$ cat src/rtl/countdown_timer_param.sv
// Loadable down-counter timer for irrigation-cycle durations.
// Clamped preset, start/abort control, tick-gated decrement, one-shot or
// auto-reload at terminal count, registered terminal pulse and status flags.
module countdown_timer_param #(
    parameter int unsigned WIDTH   = 4,
    parameter int unsigned MAX_VAL = 9
) (
    input  logic             clock,
    input  logic             reset,
    input  logic             load,
    input  logic [WIDTH-1:0] load_value,
    input  logic             start,
    input  logic             abort,
    input  logic             enable,
    input  logic             auto_reload,
    output logic [WIDTH-1:0] q,
    output logic             done,
    output logic             running,
    output logic             expired
);

    localparam logic [WIDTH-1:0] MAX_Q = WIDTH'(MAX_VAL);
    localparam logic [WIDTH-1:0] ONE_Q = WIDTH'(1);

    typedef enum logic [1:0] {
        IDLE = 2'd0,
        RUN  = 2'd1,
        DONE = 2'd2
    } state_t;

    state_t           state, state_next;
    logic [WIDTH-1:0] reload_reg, reload_next;
    logic [WIDTH-1:0] q_next;
    logic             done_next;
    logic [WIDTH-1:0] load_clamped;

    // Presets above the legal maximum saturate rather than wrap.
    assign load_clamped = (load_value > MAX_Q) ? MAX_Q : load_value;

    // State register; status flags are decoded from the next state so they
    // line up with the registered state.
    always_ff @(posedge clock or posedge reset) begin
        if (reset) begin
            state   <= IDLE;
            running <= 1'b0;
            expired <= 1'b0;
        end else begin
            state   <= state_next;
            running <= (state_next == RUN);
            expired <= (state_next == DONE);
        end
    end

    // Datapath registers: count, reload preset and terminal pulse.
    always_ff @(posedge clock or posedge reset) begin
        if (reset) begin
            q          <= '0;
            reload_reg <= '0;
            done       <= 1'b0;
        end else begin
            q          <= q_next;
            reload_reg <= reload_next;
            done       <= done_next;
        end
    end

    // Next-state and datapath decisions; priority is load > abort > start > count.
    always_comb begin
        state_next  = state;
        q_next      = q;
        reload_next = reload_reg;
        done_next   = 1'b0;

        if (load) begin
            q_next      = load_clamped;
            reload_next = load_clamped;
            state_next  = IDLE;
        end else if (abort) begin
            state_next = IDLE;
        end else begin
            unique case (state)
                IDLE: begin
                    if (start && (q != '0)) begin
                        state_next = RUN;
                    end
                end
                DONE: begin
                    if (start && (reload_reg != '0)) begin
                        q_next     = reload_reg;
                        state_next = RUN;
                    end
                end
                RUN: begin
                    // A zero count while running is recovered silently.
                    if (q == '0) begin
                        state_next = DONE;
                    end else if (enable) begin
                        if (q == ONE_Q) begin
                            done_next = 1'b1;
                            if (auto_reload) begin
                                q_next = reload_reg;
                            end else begin
                                q_next     = '0;
                                state_next = DONE;
                            end
                        end else begin
                            q_next = q - ONE_Q;
                        end
                    end
                end
                default: begin
                    state_next = IDLE;
                end
            endcase
        end
    end

endmodule

$ cat config.mk
export PLATFORM = sky130hd
export DESIGN_NAME = countdown_timer_param
export DESIGN_NICKNAME = d
export VERILOG_FILES = /design/src/rtl/countdown_timer_param.sv
export SDC_FILE = /design/constraint.sdc
export NUM_CORES = 1
export LEC_CHECK = 0
export CAP_MARGIN = 20
export CORE_MARGIN = 2
export CORE_UTILIZATION = 48
export DETAILED_ROUTE_END_ITERATION = 10
export GPL_ROUTABILITY_DRIVEN = 0
export GPL_TIMING_DRIVEN = 0
export PLACE_DENSITY_LB_ADDON = 0.15
export SETUP_SLACK_MARGIN = 0.4
export SLEW_MARGIN = 20
export SYNTH_ARGS = -nofsm -noshare
export SYNTH_HDL_FRONTEND = slang
export SYNTH_SLANG_ARGS = --single-unit
$ cat constraint.sdc
create_clock -name clock -period 2.3 [get_ports clock]
set_input_delay 0.23 -clock clock [delete_from_list [all_inputs] [get_ports clock]]
set_output_delay 0.23 -clock clock [all_outputs]
set_load 0.005 [all_outputs]
# Yosys cells after proc, flatten, opt, wreduce, memory -nomap -nowiden
# Cells that the tools add are included.
dict set report totals {
  elab_cells 49
  register_bits 13
  input_bits 11
  output_inout_bits 7
}
dict set report classes {
  n_mux 24
  n_reduce_logical 8
  addsub 1
  eq_ne 9
  order_cmp 1
}
# op count
set op_table {}
lappend op_table {{$mux 4} 8}
lappend op_table {{$mux 2} 8}
lappend op_table {{$ne 3x3->1 const B} 3}
lappend op_table {{$pmux 4 s2} 1}
lappend op_table {{$reduce_bool 4->1} 2}
lappend op_table {{$mux 1} 6}
lappend op_table {{$pmux 2 s3} 1}
lappend op_table {{$reduce_and 5->1} 1}
lappend op_table {{$eq 2x1->1 const B} 2}
lappend op_table {{$eq 2x2->1 const B} 2}
lappend op_table {{$eq 4x1->1 const B} 1}
lappend op_table {{$gt 4x4->1 const B} 1}
lappend op_table {{$logic_not 4->1} 1}
lappend op_table {{$sub 4x1->4 const B} 1}
lappend op_table {{$reduce_bool 3->1} 1}
lappend op_table {{$logic_and 1x1->1} 2}
lappend op_table {{$logic_not 2->1} 1}
lappend op_table {{$ne 2x2->1 const B} 1}

# Depth between registers and ports, before layout
dict set report depth {
  word_depth 8
  ltp_mapped 6
  mapped_depth_nobuf 6
}

# Worst setup path before layout
# Ideal clock, no wire load.
dict set report synth_timing {
  path_kind {register to register}
  from {register q[0]}
  to {register q[0]}
  path_slack_ps 432
  required_ps 2175
  setup_time_ps 125
  t_arrival_ps 1743
  synth_period_minus_slack_ps 1868
  stages_incl_launch_ff 7
  path_cell_list {dfrtp_1 > inv_1 > ha_1 > or3b_4 > a32oi_2 > o21ba_4 > mux2_4}
}
dict set report synth_via {
  elab_chain_cells 7
  elab_cells_between_ends 11
  cone_classes {1 x add/sub; 2 x eq/ne; 6 x mux; 2 x reduce/logical}
}
# item line_no
set synth_rtl {}
lappend synth_rtl {{start, declared} 16} ;# output logic [WIDTH-1:0] q,
lappend synth_rtl {{start signal, assigned} 61} ;# q <= q_next;
lappend synth_rtl {{$sub 4x1->4 / $eq 4x1->1 (equally long branches)} {107, 98}}
lappend synth_rtl {{$mux 4} 98} ;# if (q == ONE_Q) begin
lappend synth_rtl {{$mux 4} 97} ;# end else if (enable) begin
lappend synth_rtl {{$mux 4} 95} ;# if (q == '0) begin
lappend synth_rtl {{$pmux 4 s2} 81} ;# unique case (state)
lappend synth_rtl {{$mux 4} 78} ;# end else if (abort) begin
lappend synth_rtl {{$mux 4} 74} ;# if (load) begin
# Parallel ways exist; a longest one is shown, timed or not. The select of a mux whose other input is x is not followed.
# A chain may end at the register's enable or synchronous reset.

# Final worst setup path
dict set report layout_timing {
  from {register q[1]}
  to {register q[1]}
}
# Same word-level chain as after synthesis.

==> out/results.txt <==
The run finished with clean final reports. The sequential power share came out at 0.433. The run gives 0.3033 ns as the pre-CTS setup slack. For this design the ratio of total power to cell area is 566.4 mW/mm^2. Synthesis handed over a netlist of 85 instances.

The total count of hold-check failures in the final report is 0, and the achievable clock frequency is 513.6 MHz. The worst hold path was traced through 2 stages. For the pin with the worst max-slew slack, the measured transition is 0.5041 ns. The total clock sinks is 13. The logs give 122 for the number of fillers in the final layout and 99 for the post-synthesis net count. Share of power burned in combinational logic: 0.325.

Between clock sinks in the finished design, the worst skew comes to 0.003851 ns. The fraction of the mapped netlist area in simple logic gates is 0.2523, and the maximum number of pins on one net before global-route repair is 14. The run gives 420.7 uW as the internal power. The static power due to leakage came out at 0.0004565 uW. After synthesis, the cell types taking the most area are dfrtp_1 (40%), o21ai_0 (4.9%), ha_1 (4.6%).

Before antenna repair, the detailed router went through 4 iterations. The overall track demand over capacity in global routing came out at 0.2192. The logs give 0.2465 ns for the worst hold slack and 0 for the initial antenna violation count. The count of cells in the finished layout, fillers not included, comes to 125. Setup repair after global routing could not meet its margin everywhere.

The final total negative setup slack was 0 ns; the shortest period the worst path allows was 1.947 ns. Averaged over all synthesized cells, the footprint is 9.686 um^2. The worst setup path is of the flop to flop kind. Port buffering added 16 buffers. The synthesized-area fraction occupied by adder cells is 0.04559, and the xor and xnor area share after synthesis is 0.01064.

The biggest area contributor in the post-synthesis netlist is dfrtp_1. After synthesis, the largest family of logic cells by area is simple AND/OR/NAND/NOR gates. The share of synthesized area spent on multiplexers is 0.03647, and the effective utilization at floorplan is 0.5281.

In this run the standard cell core region covers 0.001559 mm^2. The arrival time reported for the critical path endpoint was 2.12 ns. The clock insertion delay at the later pin of the skew report is 0.29 ns.

The logs give 0.242 for the share of total power in the clock network and 0.002063 mm^2 for the full die area. The global routing stage identified its most utilized layer as met2. Clock tree synthesis selected as its root buffer the cell clkbuf_4. Counting flops and latches in the post-synthesis netlist gives 13. The Yosys step of the flow raised 0 warnings. The met3 usage came out at 0.03571. The hold buffer count at cts was 0; the count of antenna diodes in the layout was 0. The net switching share of the total power works out to 0.3153. In the final routed layout, each cell accounts on average for 14.99 um. For the H-tree depth reported by CTS, the log shows 1. In this run the remaining antenna-violating nets after routing total 0. The startpoint type of the worst setup path is a flop. Clock transition at the registers of the reported paths: 0.09 ns. The final period utilization was 0.8466; the synthesis-to-finish area growth was 31.76%. TritonCTS built the clock tree. After synthesis the cells add up to 823.3 um^2.

The final number of setup-violating endpoints is 0, and the top-level port count is 18. VDD sags by at most 0.0004776 V. The run gives 0 as the DRC violation count after routing. Kind of path behind the tightest hold check: primary input to flop. The run gives 117 as the number of cells in the design after placement. The via count of the first global-routing pass is 670, and the number of buffers created by CTS is 3. The met1 track demand over resource was 0.2997.

The die is 45.42 um tall. STA puts the critical path data required time at 2.47 ns. The proportion of layout cells with a drive suffix above 1 came out at 0.1835. Summed over all layers, the routed wires come to 1874 um. The detailed router placed 717 vias in this run. The first global-routing pass estimated 3146 um of wire. The sequential share of the synthesized area is 0.3951.

The via count normalized by instance count works out to 5.736. Floorplan row count: 14. For the post-route worst setup slack, the log shows 0.3529 ns.

The total count of max-transition violations in the final report is 0, and the share of Yosys cell area claimed by the top area cell type is 0.3951. Net load switching power: 193.7 uW. The met2 usage in global routing was 0.3352. The number of library cell types mapped by synthesis came out at 36. The logs give 0.6958 for the post-route core utilization and 0 for the total grt overflow. For the half-perimeter wire length after detailed placement, the log shows 1280 um. The synthesized-area fraction occupied by ao, oa, aoi and oai cells came out at 0.2128.

The tools report the number of nets at the end of the flow as 124. The count of routing violations after the opening detailed-route iteration is 19. The count of cells along the worst register-to-register path came out at 6.

In this run the worst path has a maximum fanout of 4. The tightest slew margin relative to the limit is 0.6636, and the maximum number of buffers from clock root to sink is 2. The tool flagged a number of max-cap violations equal to 0.

The chip width came out at 45.42 um. The type of destination of the critical path was a flop.
==> synthesized netlist by cell type <==
cell and n:
nand3b_1 1, o21ai_0 8, a32oi_2 1, and4bb_2 1, o22a_1 1, mux2_4 2
or4_1 1, o211ai_1 3, nand3_1 1, or4b_2 1, nor3b_1 1, clkbuf_2 1
nand2b_1 3, or2_2 1, nor4_1 2, and3b_1 1, a211oi_1 1, and2b_1 1
clkbuf_1 2, or3b_4 1, o21a_1 3, nor3_1 6, nor2_1 2, ha_1 3
a32oi_1 1, nand2_1 3, nor2b_1 6, o41a_1 1, or3_1 1, dfrtp_1 13
o31a_1 1, inv_1 7, a22oi_1 1, a21oi_1 1, o21ba_4 1, xor2_1 1
==> worst paths after layout <==
kind,start,to,slack [ns]
setup / recovery,q[1],q[1],0.35
hold / removal,abort,state[0],0.25
setup reg to reg,q[1],q[1],0.35
hold reg to reg,reload_reg[0],reload_reg[0],0.55
max in group asynchronous,reset,q[2],1.70
min in group asynchronous,reset,state[1],0.26
==> power groups by stage <==
stage / clock (uW) / sequential (uW) / combinational (uW)
final: 149 / 266 / 200
after global routing: 160 / 269 / 221
after CTS: 149 / 264 / 184
after detailed placement: 0 / 273 / 163
after global placement: 0 / 273 / 161
after floorplan: 0 / 269 / 101
==> final cells by class <==
type / count / area (um^2) / area share
multi-input cells: 62 / 483.0 / 0.4452
repair buffers: 20 / 190.2 / 0.1753
plain buffers: 3 / 12.51 / 0.01153
flip-flops and latches: 13 / 325.3 / 0.2999
clock inverters: 1 / 5.005 / 0.004614
well taps: 16 / 20.02 / 0.01845
inverters: 7 / 26.28 / 0.02422
clock buffers: 3 / 22.52 / 0.02076
==> placed cells by master (no fill, tap or decap), types with 2 or more instances in the layout <==
cell             instances
ha_1                     2
nand2b_1                 3
inv_2                    2
nand2_1                  3
o211ai_1                 3
mux2_4                   2
buf_4                    4
nor3_1                   6
inv_1                    5
dfrtp_1                 13
nor2b_1                  6
clkdlybuf4s50_1         16
clkbuf_1                 2
o21ai_0                  8
o21a_1                   3
clkbuf_4                 3
nor2_1                   2
nor4_1                   2
==> repair_timing <==
action | 4_1_cts | 5_1_grt
resized for setup | 3 | 2
buffers inserted | 2 | 2
endpoints found under the setup margin | 2 | 2
pin swaps | 2 | 3
==> routing by layer <==
metal  share of wire  wire length [um]
met5               0                 0
met4           0.021                39
met3           0.031                58
met2            0.47               888
met1            0.47               888
==> cells by family (layout without fill, tap and decap cells) <==
| family | after synthesis | after routing |
|---|---|---|
| xor gates and xnor gates | 1 | 1 |
| AOI/OAI and AO/OA | 23 | 23 |
| buffers and inverters | 10 | 34 |
| DFF | 13 | 13 |
| adders and majority gates | 3 | 3 |
| and+or+nand+nor | 33 | 33 |
| muxes | 2 | 2 |
==> per-stage QoR <==
stage | cell area [um^2] | power, uW
after floorplan | 823.3 | 370.0
after global placement | 1003 | 433.3
after detailed placement | 1003 | 436.0
after CTS | 1060 | 597.2
after global routing | 1085 | 650.3
final | 1085 | 614.4
==> worst max-delay path: stages, from the launching register on <==
cell and delay (ns):
dfrtp_1 0.42, inv_2 0.11, ha_4 0.15, or3b_4 0.40, a32oi_4 0.28, o21ba_4 0.19
mux2_4 0.29
Note: power is estimated with default switching activity, not from simulation.
==> patch: new RTL, same flow settings <==
The parameter `WIDTH` goes from 4 to 3.
--- a/src/rtl/countdown_timer_param.sv
+++ b/src/rtl/countdown_timer_param.sv
@@ -3,5 +3,5 @@
 // auto-reload at terminal count, registered terminal pulse and status flags.
 module countdown_timer_param #(
-    parameter int unsigned WIDTH   = 4,
+    parameter int unsigned WIDTH   = 3,
     parameter int unsigned MAX_VAL = 9
 ) (
Interface: changed (resized load_value and q); port bits go from 18 to 16. No check against the original RTL was run, so the function may have changed too.
==> patch against the unedited design <==
Hold slack got worse by 0.0031 ns; utilization shrank 4.8 points; wire length is 28% lower; sequential cell count decreased by 2; critical path type unchanged; setup slack improved by 0.26 ns; area after synthesis shrank 23%; final area decreased by 24%; largest cell class unchanged.
Power is not compared: it rests on default switching activity, and its combinational part moved more than twofold at a synthesized area within 25%.
==> patch: results (changes against the unedited design) <==
{| class="wikitable"
! Metric !! Value
|-
| Number of buffers added on ports || 14 (-2)
|-
| Worst setup slack after placement || 0.579 ns (+0.276 ns)
|-
| Status || finished clean
|-
| Clock latency at the later pin of the worst-skew pair || 0.27 ns (-0.02 ns)
|-
| DP Cell Count || 92 (-21%)
|-
| Number of nets in the layout || 95 (-23%)
|-
| Hold slack || 0.243 ns (-0.00314 ns)
|-
| Total via count after detailed routing || 543 (-24%)
|-
| Combined flip-flop and latch cell area || 275 µm² (-15%)
|-
| Fillcell total || 120 (-1.6%)
|-
| Maximum net fanout on the critical path || 5 (+1)
|-
| Reg-to-reg critical path endpoint || q[0]$_DFFE_PP0P_
|-
| Routed via count divided by cell count || 5.66 (-1.4%)
|-
| Data arrival time of the worst path || 1.83 ns (-0.29 ns)
|-
| Delay of the slowest critical-path stage || 0.39 ns (-0.03 ns)
|-
| Fraction of final layout cells with drive strength greater than 1 || 8.64% (-9.7 points)
|-
| Routed length on met2 || 683 µm (-23%)
|-
| Starting DRC count in detailed routing || 6 (-13)
|-
| Average wire length per cell after detail routing || 14.0 µm (-6.6%)
|-
| Resized Gates After CTS || 0 (-3)
|-
| Max Clk Rate || 0.593 GHz (+15%)
|-
| Gate count of the mapped netlist || 63 (-26%)
|-
| Setup repair bufs after CTS || 0 (-2)
|-
| Met2 track demand over resource || 36.1% (+2.6 points)
|-
| Area after DPL || 796 µm² (-21%)
|-
| Worst-case clock skew || 0.00321 ns (-0.000645 ns)
|}
## patch: cells by family (layout without fill, tap and decap cells)
kind of cell,count (synthesis),after routing,synth area share [%]
and+or+nand+nor,28,28,26.5
adders and majority gates,3,3,5.89
AOI/OAI and AO/OA,16,16,21.2
buffers and inverters,5,23,3.14
DFF,11,11,43.2
## patch: layout make-up
| cell class | instances | share of cell area [%] |
|---|---|---|
| flip-flops and latches | 11 | 33.5 |
| well taps | 15 | 2.28 |
| clock buffers | 4 | 3.20 |
| repair buffers | 14 | 17.0 |
| inverters | 4 | 1.83 |
| multi-input cells | 47 | 41.6 |
| plain buffers | 1 | 0.609 |
## patch: worst reg2reg max path, stage by stage, from the launching register on
cell and delay (ns):
sky130_fd_sc_hd__dfrtp_1 0.39, sky130_fd_sc_hd__inv_1 0.11, sky130_fd_sc_hd__ha_1 0.19, sky130_fd_sc_hd__nor2b_1 0.34, sky130_fd_sc_hd__nor3_1 0.08, sky130_fd_sc_hd__a2111oi_1 0.36
sky130_fd_sc_hd__a221oi_1 0.09
